File: src/rtl/usb_keyboard_ascii_feeder_if.sv
// Bundles the ASCII byte stream and the keyboard-facing outputs of the ASCII feeder.
// A byte moves only on a clock edge where ascii_valid and ascii_ready are both high.
// The source holds ascii_data steady while ascii_valid=1 and ascii_ready=0.
interface usb_keyboard_ascii_feeder_if;
   logic [7:0]  ascii_data;
   logic        ascii_valid;
   logic        ascii_ready;
   logic [15:0] key_value;
   logic        key_request;
   logic        unsupported;
   logic        busy;
   logic [1:0]  state_dbg;

   modport master (
      output ascii_data, ascii_valid,
      input  ascii_ready, key_value, key_request, unsupported, busy, state_dbg
   );

   modport slave (
      input  ascii_data, ascii_valid,
      output ascii_ready, key_value, key_request, unsupported, busy, state_dbg
   );
endinterface

File: src/rtl/usb_keyboard_ascii_feeder.sv
// Buffers ASCII bytes in a FIFO, translates each one to a HID {modifier,keycode} pair and
// issues paced key_request pulses so every press/release report pair completes first.
module usb_keyboard_ascii_feeder #(
   parameter int unsigned FIFO_DEPTH_LOG2 = 4,
   parameter int unsigned GAP_CYCLES      = 13000000
) (
   input  logic                         clk,
   input  logic                         rstn,
   input  logic                         usb_rstn,
   usb_keyboard_ascii_feeder_if.slave   io
);
   localparam int unsigned A     = FIFO_DEPTH_LOG2;
   localparam int unsigned DEPTH = 1 << A;
   localparam int unsigned CW    = $clog2(GAP_CYCLES + 1);
   localparam logic [CW-1:0] GAP_LOAD = CW'(GAP_CYCLES - 1);
   localparam logic [CW-1:0] CNT_ONE  = CW'(1);

   typedef enum logic [1:0] {
      ST_IDLE   = 2'd0,
      ST_LOOKUP = 2'd1,
      ST_ISSUE  = 2'd2,
      ST_GAP    = 2'd3
   } state_e;

   state_e          state_q, state_d;
   logic [A:0]      wr_ptr_q, wr_ptr_d;
   logic [A:0]      rd_ptr_q, rd_ptr_d;
   logic [7:0]      mem_q [DEPTH];
   logic [7:0]      mem_d [DEPTH];
   logic [16:0]     map_q, map_d;
   logic [CW-1:0]   cnt_q, cnt_d;
   logic [15:0]     key_value_q, key_value_d;
   logic            key_request_q, key_request_d;
   logic            unsupported_q, unsupported_d;

   logic            empty;
   logic            full;
   logic            push;
   logic            pop;

   // Result is {mapped, modifier[7:0], usage[7:0]}; mapped=0 means the byte is dropped.
   function automatic logic [16:0] map_ascii(input logic [7:0] c);
      logic [16:0] r;
      r = 17'h0;
      if (c >= 8'h61 && c <= 8'h7A)      r = {1'b1, 8'h00, c - 8'h5D};
      else if (c >= 8'h41 && c <= 8'h5A) r = {1'b1, 8'h02, c - 8'h3D};
      else if (c >= 8'h31 && c <= 8'h39) r = {1'b1, 8'h00, c - 8'h13};
      else begin
         case (c)
            8'h30:   r = {1'b1, 8'h00, 8'h27};
            8'h0A:   r = {1'b1, 8'h00, 8'h28};
            8'h08:   r = {1'b1, 8'h00, 8'h2A};
            8'h09:   r = {1'b1, 8'h00, 8'h2B};
            8'h20:   r = {1'b1, 8'h00, 8'h2C};
            8'h2D:   r = {1'b1, 8'h00, 8'h2D};
            8'h5F:   r = {1'b1, 8'h02, 8'h2D};
            8'h3D:   r = {1'b1, 8'h00, 8'h2E};
            8'h2B:   r = {1'b1, 8'h02, 8'h2E};
            8'h3B:   r = {1'b1, 8'h00, 8'h33};
            8'h3A:   r = {1'b1, 8'h02, 8'h33};
            8'h2C:   r = {1'b1, 8'h00, 8'h36};
            8'h2E:   r = {1'b1, 8'h00, 8'h37};
            8'h2F:   r = {1'b1, 8'h00, 8'h38};
            8'h3F:   r = {1'b1, 8'h02, 8'h38};
            8'h21:   r = {1'b1, 8'h02, 8'h1E};
            default: r = 17'h0;
         endcase
      end
      return r;
   endfunction

   assign empty = (wr_ptr_q == rd_ptr_q);
   assign full  = (wr_ptr_q[A] != rd_ptr_q[A]) && (wr_ptr_q[A-1:0] == rd_ptr_q[A-1:0]);

   assign io.ascii_ready = usb_rstn & ~full;
   assign push           = io.ascii_valid & io.ascii_ready;

   always_comb begin
      state_d       = state_q;
      map_d         = map_q;
      cnt_d         = cnt_q;
      key_value_d   = key_value_q;
      key_request_d = 1'b0;
      unsupported_d = 1'b0;
      mem_d         = mem_q;
      pop           = 1'b0;

      case (state_q)
         ST_IDLE: begin
            if (!empty) begin
               pop     = 1'b1;
               map_d   = map_ascii(mem_q[rd_ptr_q[A-1:0]]);
               state_d = ST_LOOKUP;
            end
         end
         ST_LOOKUP: begin
            if (map_q[16]) begin
               key_value_d   = map_q[15:0];
               key_request_d = 1'b1;
               state_d       = ST_ISSUE;
            end else begin
               unsupported_d = 1'b1;
               state_d       = ST_IDLE;
            end
         end
         ST_ISSUE: begin
            cnt_d   = GAP_LOAD;
            state_d = (GAP_CYCLES == 1) ? ST_IDLE : ST_GAP;
         end
         ST_GAP: begin
            // Leaving one cycle before the count would read zero keeps request spacing at GAP+2.
            if (cnt_q <= CNT_ONE) begin
               cnt_d   = '0;
               state_d = ST_IDLE;
            end else begin
               cnt_d = cnt_q - CNT_ONE;
            end
         end
         default: state_d = ST_IDLE;
      endcase

      if (push) mem_d[wr_ptr_q[A-1:0]] = io.ascii_data;
      wr_ptr_d = wr_ptr_q + {{A{1'b0}}, push};
      rd_ptr_d = rd_ptr_q + {{A{1'b0}}, pop};

      if (!usb_rstn) begin
         state_d       = ST_IDLE;
         wr_ptr_d      = '0;
         rd_ptr_d      = '0;
         cnt_d         = '0;
         key_request_d = 1'b0;
         unsupported_d = 1'b0;
      end
   end

   always_ff @(posedge clk or negedge rstn) begin
      if (!rstn) begin
         state_q       <= ST_IDLE;
         wr_ptr_q      <= '0;
         rd_ptr_q      <= '0;
         map_q         <= '0;
         cnt_q         <= '0;
         key_value_q   <= '0;
         key_request_q <= 1'b0;
         unsupported_q <= 1'b0;
      end else begin
         state_q       <= state_d;
         wr_ptr_q      <= wr_ptr_d;
         rd_ptr_q      <= rd_ptr_d;
         map_q         <= map_d;
         cnt_q         <= cnt_d;
         key_value_q   <= key_value_d;
         key_request_q <= key_request_d;
         unsupported_q <= unsupported_d;
      end
   end

   // Storage needs no reset: the pointers alone define what is valid.
   always_ff @(posedge clk) begin
      mem_q <= mem_d;
   end

   assign io.key_value   = key_value_q;
   assign io.key_request = key_request_q;
   assign io.unsupported = unsupported_q;
   assign io.busy        = !empty || (state_q != ST_IDLE);
   assign io.state_dbg   = state_q;
endmodule
File: src/flat_wrapper.sv
// flat-port wrapper written by rule: the top's interface ports become plain ports
module usb_keyboard_ascii_feeder_flat 
#(
   parameter int unsigned FIFO_DEPTH_LOG2 = 4,
   parameter int unsigned GAP_CYCLES      = 13000000
)
  (clk, rstn, usb_rstn, io_ascii_data, io_ascii_valid, io_ascii_ready, io_key_value, io_key_request, io_unsupported, io_busy, io_state_dbg);
  usb_keyboard_ascii_feeder_if io_i ();
  input  logic clk;
  input  logic rstn;
  input  logic usb_rstn;
  input wire logic [$bits(io_i.ascii_data)-1:0] io_ascii_data;
  input wire logic [$bits(io_i.ascii_valid)-1:0] io_ascii_valid;
  output wire logic [$bits(io_i.ascii_ready)-1:0] io_ascii_ready;
  output wire logic [$bits(io_i.key_value)-1:0] io_key_value;
  output wire logic [$bits(io_i.key_request)-1:0] io_key_request;
  output wire logic [$bits(io_i.unsupported)-1:0] io_unsupported;
  output wire logic [$bits(io_i.busy)-1:0] io_busy;
  output wire logic [$bits(io_i.state_dbg)-1:0] io_state_dbg;
  assign io_i.ascii_data = io_ascii_data;
  assign io_i.ascii_valid = io_ascii_valid;
  assign io_ascii_ready = io_i.ascii_ready;
  assign io_key_value = io_i.key_value;
  assign io_key_request = io_i.key_request;
  assign io_unsupported = io_i.unsupported;
  assign io_busy = io_i.busy;
  assign io_state_dbg = io_i.state_dbg;
  usb_keyboard_ascii_feeder #(.FIFO_DEPTH_LOG2(FIFO_DEPTH_LOG2), .GAP_CYCLES(GAP_CYCLES)) u_core (.clk(clk), .rstn(rstn), .usb_rstn(usb_rstn), .io(io_i));
endmodule
File: config.mk
export PLATFORM = sky130hd
export DESIGN_NAME = usb_keyboard_ascii_feeder_flat
export DESIGN_NICKNAME = d
export VERILOG_FILES = /design/src/rtl/usb_keyboard_ascii_feeder_if.sv /design/src/rtl/usb_keyboard_ascii_feeder.sv /design/src/flat_wrapper.sv
export SDC_FILE = /design/constraint.sdc
export NUM_CORES = 1
export LEC_CHECK = 0
export ABC_AREA = 1
export CORE_MARGIN = 2
export CORE_UTILIZATION = 55
export DETAILED_ROUTE_END_ITERATION = 8
export GPL_TIMING_DRIVEN = 0
export MAX_ROUTING_LAYER = met4
export PLACE_DENSITY_LB_ADDON = 0.2
export SLEW_MARGIN = 30
export SYNTH_ARGS = -nofsm -noshare
export SYNTH_HDL_FRONTEND = slang
export SYNTH_SLANG_ARGS = --single-unit
File: constraint.sdc
create_clock -name clk -period 5.9 [get_ports clk]
set_input_delay 1.18 -clock clk [delete_from_list [all_inputs] [get_ports clk]]
set_output_delay 1.18 -clock clk [all_outputs]
set_load 0.02 [all_outputs]
==> results of run 1 <==
==> area by class of cell <==
cell class | instances | area, µm² | share of cell area (%)
Multi-Input combinational cell | 708 | 3299 | 31.76
Tap cell | 220 | 275.3 | 2.650
Inverter | 102 | 387.9 | 3.734
Sequential cell | 185 | 5270 | 50.73
Clock inverter | 12 | 141.4 | 1.361
Buffer | 43 | 304.0 | 2.927
Clock buffer | 19 | 432.9 | 4.167
Timing Repair Buffer | 27 | 277.8 | 2.674
==> synth_stat cells (2+ instances only) <==
cell type	n	area (µm²)
xnor2_1	2	17.52
nand3_2	3	30.03
edfxtp_1	128	3844
nand2_4	2	22.52
inv_2	9	33.78
o21ai_0	30	150.1
nand2_1	305	1145
inv_4	2	12.51
buf_4	11	82.58
nand3b_1	3	22.52
nor3b_1	2	15.01
a21oi_1	27	135.1
nand2_2	11	68.82
o22ai_1	14	87.58
dfrtp_1	57	1426
nor2_4	2	22.52
a31oi_1	2	12.51
o21bai_1	2	15.01
inv_1	90	337.8
or2_1	2	12.51
xor2_1	22	192.7
nor2_1	145	544.3
buf_2	9	45.04
ha_1	10	125.1
nand3_1	79	395.4
clkbuf_1	11	41.29
nor3_1	14	70.07
nand4_1	6	37.54
o21ai_1	8	40.04
buf_6	12	135.1
==> logic make-up (layout without fill, tap and decap cells) <==
family | after synthesis | count (layout)
simple gates | 580 | 580
fa+ha+maj | 10 | 10
buf+inv | 145 | 203
compound gates | 87 | 87
xor+xnor | 24 | 24
other cells | 1 | 7
flops | 185 | 185
==> metrics by stage <==
stage	utilization [%]	total power, mW
CTS	62.84	4.281
detailed placement	59.36	3.161
finish	62.87	4.278
global route	62.87	4.537
floorplan	-	2.729
global placement	59.26	3.141
==> sequential cells by signal (all words and copies together), names as in the netlist, 2 cells and up <==
name and count:
u_core.io.key_value 9, u_core.wr_ptr_q 5, u_core.cnt_q 24, u_core.mem_q 128
u_core.rd_ptr_q 5, u_core.map_q 10, u_core.io.state_dbg 2
==> layout by cell type (no fill, tap or decap), types with 3 or more instances in the layout <==
cell type        count
o22ai_1             14
nand3_1             79
a21oi_1             27
conb_1               7
clkbuf_16           17
inv_1               90
nand2_1            305
xor2_1              22
buf_4               12
nand3_2              3
o21ai_1              8
nand4_1              6
ha_1                10
buf_2                9
nand2_2             11
clkbuf_1            13
nand3b_1             3
nor2_1             143
o21ai_0             30
nor2_2               3
dfrtp_1             57
inv_2                9
edfxtp_1           128
buf_6               12
clkdlybuf4s50_1     25
nor3_1              14
==> how the worst max path moves through the flow <==
stage	start	endpoint	cells after the start
after CTS	u_core.rd_ptr_q[1]	io_ascii_ready	9
after floorplan	u_core.rd_ptr_q[0]	u_core.map_q[4]	21
final	u_core.rd_ptr_q[1]	io_ascii_ready	9
after detailed placement	usb_rstn	io_ascii_ready	4
after global routing	u_core.rd_ptr_q[1]	io_ascii_ready	9
after global placement	rstn	u_core.wr_ptr_q[0]	1
==> routing by layer <==
metal | vias up | routed length [µm]
met5 | - | 0
met4 | 0 | 501
met3 | 39 | 1142
met2 | 237 | 9881
met1 | 3286 | 9771
li1 | 3455 | -
==> power by group through the flow <==
stage | combinational (mW) | sequential, mW | clock, mW
after detailed placement | 1.56 | 1.60 | 0
after floorplan | 1.12 | 1.61 | 0
after global routing | 1.76 | 1.59 | 1.18
final | 1.57 | 1.58 | 1.13
after global placement | 1.54 | 1.60 | 0
after CTS | 1.57 | 1.58 | 1.13
==> worst register-to-register path, delay by kind of cell (launching register included) <==
kind,cells,cell delay (ns)
and+or+nand+nor,10,1.18
buffers and inverters,6,1.07
DFF,1,0.43
adders and majority gates,1,0.31
AOI/OAI and AO/OA,2,0.19
==> qor.txt, run 1 <==
Clock transition at path regs: 0.07 ns
Clock tree buffer depth: 2
Clock Skews: 0.008733 ns
WL per Instance: 16.18 µm
Fmax: 0.2574 GHz
First-pass GRT wire length: 33.90 mm
NumNets Final: 1106
Count of cell types in the netlist: 42
Post-synthesis cell count: 1032
RR Endpoint: u_core.map_q[5]
CTS Sinks: 185
R2R depth: 19
FFs w/ async S/R, synth: 30.81%
Drt first pass iters: 5
Worst Hold Path EP: u_core.io.key_value[4]
Via count: 7017
Filler instances: 1374
Main combinational cell family by area after synthesis: simple AND/OR/NAND/NOR gates
IO buf count: 26
Placement-stage cell area: 9809 µm²
Maxcap violations: 0
Final instance area: 10390 µm²
Critical Path AT: 2.71 ns
Seq pwr share: 37.0%
Post-Place Worst Slack: 2.168 ns
CP top delay family: buffers and inverters
Synth Area in XOR/XNOR: 2.276%
Post-Syn Area: 9234 µm²
Outcome: completed
Die area: 17840 µm²
Final Max Tran Viols: 0
Placed Instances: 1285
Final wirelength: 21.30 mm
CORE AREA: 16520 µm²
Clock Tree Root: clkbuf_16
Layout overhead on the synthesized area: 12.51%
Setup tns final: 0 ns
Drt first-iter violations: 674
Minimum clock period: 3.886 ns
Cts repair resizes: 0
Synth Area in Compound Gates: 5.190%
WHS Path Cells: 2
Met3 global-route usage: 3.463%
Fraction of layout cells with a size suffix above 1: 9.033%
Simple-gate area share of the yosys netlist: 26.57%
Buf/Inv on CP: 5
Worst-Margin Slew: 0.9731 ns
Hold_ws: 0.4699 ns
Flop2flop setup slack: 2.62 ns
Die height: 133.6 µm
Number of register bits inferred by synthesis: 185
Post-synth EDFFs: 128
Combinational share of power: 36.7%
# Post-CTS Setup Buffers: 0
Hold wc startpoint: u_core.map_q[4]
P_sw: 1.627 mW
Initial antenna violation count: 0
VDD IR max: 304.3 µV
DIE WIDTH: 133.6 µm
Worst path most repeated cell: nand2_1
# DRC: 0
CP cell instances: buf_6 -> inv_2 -> buf_2 -> nand2_1 -> a21oi_1 -> nand3b_1 -> nand2_1 -> inv_1 -> clkdlybuf4s50_1
Initial Utilization: 55.88%
CP peak stage delay: 0.52 ns
Final period util: 65.86%
Hold Path Class: flip-flop to flip-flop
Switching Fraction: 38.02%
Boundary Pins: 34
Slew headroom: 34.89%
CTS Hold Bufs: 0
Clock power frac: 26.3%
Clock buffer count from CTS: 17
Total gr overflow: 0
CP max FO: 10
RSZ-0062 raised after global routing: no
Largest net degree at the start of global routing: 38
Worst-Skew Late Latency: 0.43 ns
Final ANT Viol Nets: 0
Site row count: 47
DR vias/cell: 5.332
Final GP Congestion: 0.9048
Slowest-stage cell, CP: clkdlybuf4s50_1
Gr busiest metal: met2
Mux cell area share after synthesis: 0%
Synth warn: 0
Post-synthesis sequential area ratio: 57.07%
Non-Filler Instances: 1316
Synth Area in Adders: 1.355%
Static leakage: 4.556 nW
Synth Area per Inst: 8.948 µm²
Internal power: 2.652 mW
Critical path class: flip-flop to output port
Vias in the first global route: 6539
Final setup fails: 0
Dominant synthesized flop cell: edfxtp_1
P per Cell Area: 411.8 nW/µm²
N_diodes: 0
Detail Placement HPWL: 14.49 mm
Met2 GRT Util: 38.83%
Total GRT Usage: 25.74%
H-tree levels: 4
Hold Fails Final Rpt: 0
Worst setup EP type: output port
Final worst setup slack: 2.014 ns
TritonCTS clock tree: built
RR Startpoint: u_core.rd_ptr_q[1]
Critical path data required time: 4.72 ns
Worst setup SP type: flip-flop
Met1 usage: 35.78%
No activity file was read; power rests on OpenSTA's default activity.
==> run 2, diff against run 1 <==
==> constraint.sdc (replaced) <==
create_clock -name clk -period 3.35 [get_ports clk]
set_input_delay 0.67 -clock clk [delete_from_list [all_inputs] [get_ports clk]]
set_output_delay 0.67 -clock clk [all_outputs]
set_load 0.02 [all_outputs]
==> run 2 against run 1 <==
Clock-buffer cell count is the same. Via count grew 0.37%. Sequential cell count is the same. Routed wire length is essentially flat. Largest cell class unchanged.
==> qor.txt, run 2 (synthesis gave the netlist of run 1 again) <==
NumNets Final: 1103 (-0.27%)
Slowest-stage cell, CP: clkdlybuf4s50_1
Biggest register: u_core.mem_q
TritonCTS clock tree: built
Via count: 7043 (+0.37%)
Clock buffer count from CTS: 17 (unchanged)
Final GP Congestion: 0.9048 (unchanged)
Die height: 133.6 µm (unchanged)
CP max FO: 10 (unchanged)
Site row count: 47 (unchanged)
Fmax: 0.3104 GHz
CP peak stage delay: 0.59 ns (+0.07 ns)
Final instance area: 10400 µm² (+0.13%)
Total gr overflow: 0 (unchanged)
CTS Sinks: 185 (unchanged)
Clock tree buffer depth: 2 (unchanged)
Worst Setup SP: u_core.rd_ptr_q[0]
Drt first pass iters: 5 (unchanged)
Total GRT Usage: 25.72% (about the same)
N_diodes: 0 (unchanged)
Placement-stage cell area: 9809 µm² (unchanged)
VDD IR max: 534.1 µV (+76%)
DIE WIDTH: 133.6 µm (unchanged)
Static leakage: 4.554 nW (about the same)
Die area: 17840 µm² (unchanged)
Slew headroom: 33.15% (-1.7 points)
Worst-Skew Late Latency: 0.44 ns (about the same)
Clock Tree Root: clkbuf_16
Final period util: 96.17%
CP cell instances: buf_6 -> buf_2 -> buf_4 -> xor2_1 -> a21oi_2 -> nand3b_1 -> nand2_1 -> inv_1 -> clkdlybuf4s50_1
Most frequent cells in the layout: 303 x nand2_1, 143 x nor2_1, 128 x edfxtp_1, 90 x inv_1, 79 x nand3_1
Critical path data required time: 2.68 ns (-2.04 ns)
Outcome: completed
Boundary Pins: 34 (unchanged)
P per Cell Area: 726.1 nW/µm² (+76%)
Final wirelength: 21.30 mm (about the same)
Initial Utilization: 55.88% (unchanged)
Critical Path AT: 2.55 ns (-0.16 ns)
H-tree levels: 4 (unchanged)
Critical path class: flip-flop to output port
# Post-CTS Setup Buffers: 0 (unchanged)
WL per Instance: 16.23 µm (+0.27%)
Largest net degree at the start of global routing: 38 (unchanged)
Initial antenna violation count: 0 (unchanged)
Largest registers ranked by flip-flop count: u_core.mem_q (128), u_core.cnt_q (24), u_core.map_q (10)
Hold Fails Final Rpt: 0 (unchanged)
Vias in the first global route: 6519 (-0.31%)
Largest register FFs: 128 (unchanged)
Final Max Tran Viols: 0 (unchanged)
Clock Skews: 0.01051 ns (+0.001774 ns)
CORE AREA: 16520 µm² (unchanged)
PnR Total Power: 7.554 mW (+77%)
DR vias/cell: 5.364 (+0.60%)
Drt first-iter violations: 636 (-5.6%)
First-pass GRT wire length: 33.85 mm (-0.14%)
Worst setup EP type: output port
Minimum clock period: 3.222 ns
Worst-Margin Slew: 0.9991 ns (+0.02607 ns)
Worst setup SP type: flip-flop
Maxcap violations: 0 (unchanged)
Hold Path Class: input pin to asynchronous set/reset pin
Detail Placement HPWL: 14.49 mm (unchanged)
Clock transition at path regs: 0.06 ns (about the same)
Most common cell after layout, fill and taps aside: nand2_1
CTS Hold Bufs: 0 (unchanged)
Final setup fails: 0 (unchanged)
Fraction of layout cells with a size suffix above 1: 9.424% (+0.39 points)
IO buf count: 26 (unchanged)
Final ANT Viol Nets: 0 (unchanged)
# DRC: 0 (unchanged)
RR Startpoint: u_core.rd_ptr_q[0]
Layout overhead on the synthesized area: 12.66%
[run 2: cell types whose count changed in the layout (fill, tap and decap cells not counted), sizes merged]
cell | before | now
buf | 34 | 32
clkbuf | 30 | 29
[run 2: area by class of cell]
| type | instances | area, µm² |
|---|---|---|
| flip-flops and latches | 185 | 5270 |
| repair buffers | 27 | 277.8 |
| clock buffers | 19 | 432.9 |
| inverters | 102 | 387.9 |
| plain buffers | 40 | 291.5 |
| clock inverters | 12 | 141.4 |
| fillers | 1372 | 6122 |
| well taps | 220 | 275.3 |
| multi-input cells | 708 | 3326 |
[run 2: path summary, 6_finish.rpt]
path	endpoint	slack (ns)	depth (start not counted)
max	io_ascii_ready	0.13	9
min	u_core.io.key_value[4]	0.12	1
max reg2reg	u_core.mem_q[111]	0.17	10
min reg2reg	u_core.io.key_value[4]	0.47	2
max in group asynchronous	u_core.wr_ptr_q[3]	2.74	2
min in group clk	u_core.io.key_value[4]	0.47	2
[run 2: layer usage]
| layer | vias to the layer above | wire length [µm] | track usage (%) |
|---|---|---|---|
| met5 | - | 0 | - |
| met4 | 0 | 488 | 10.17 |
| met3 | 40 | 1382 | 3.463 |
| met2 | 254 | 9911 | 38.66 |
| met1 | 3302 | 9521 | 35.86 |
| li1 | 3447 | - | - |
[run 2: what timing repair did]
action / CTS / global route
setup endpoints to repair: 2 / 26
gates resized for setup: 0 / 8
pin swaps: 0 / 0
cloned: 0 / 0
[run 2: worst max-delay path, delay by kind of cell, from the launching register on]
kind,cells,cell delay (ns)
buffers and inverters,5,1.24
DFF,1,0.36
xor gates and xnor gates,1,0.22
and+or+nand+nor,2,0.21
AOI/OAI and AO/OA,1,0.09
[run 2: power by group]
group | switching, mW | internal, mW | total (mW)
sequential | 0.150 | 2.64 | 2.79
clock | 0.876 | 1.11 | 1.98
combinational | 1.85 | 0.939 | 2.79
[run 2: stage by stage]
| step | hold WS [ns] | instances | setup TNS [ns] | worst slack [ns] | util, % |
|---|---|---|---|---|---|
| after detailed placement | 0.4666 | 1285 | 0 | 0.07742 | 59.36 |
| after CTS | 0.1147 | 1314 | 0 | 0.05874 | 62.78 |
| after floorplan | 0.3744 | 1038 | 0 | 0.7159 | - |
| after global routing | 0.1284 | 1313 | -0.4580 | -0.03350 | 62.95 |
| after global placement | 0.4489 | 1284 | -7.905 | -0.1421 | 59.26 |
| final | 0.1176 | 1313 | 0 | 0.1284 | 62.95 |
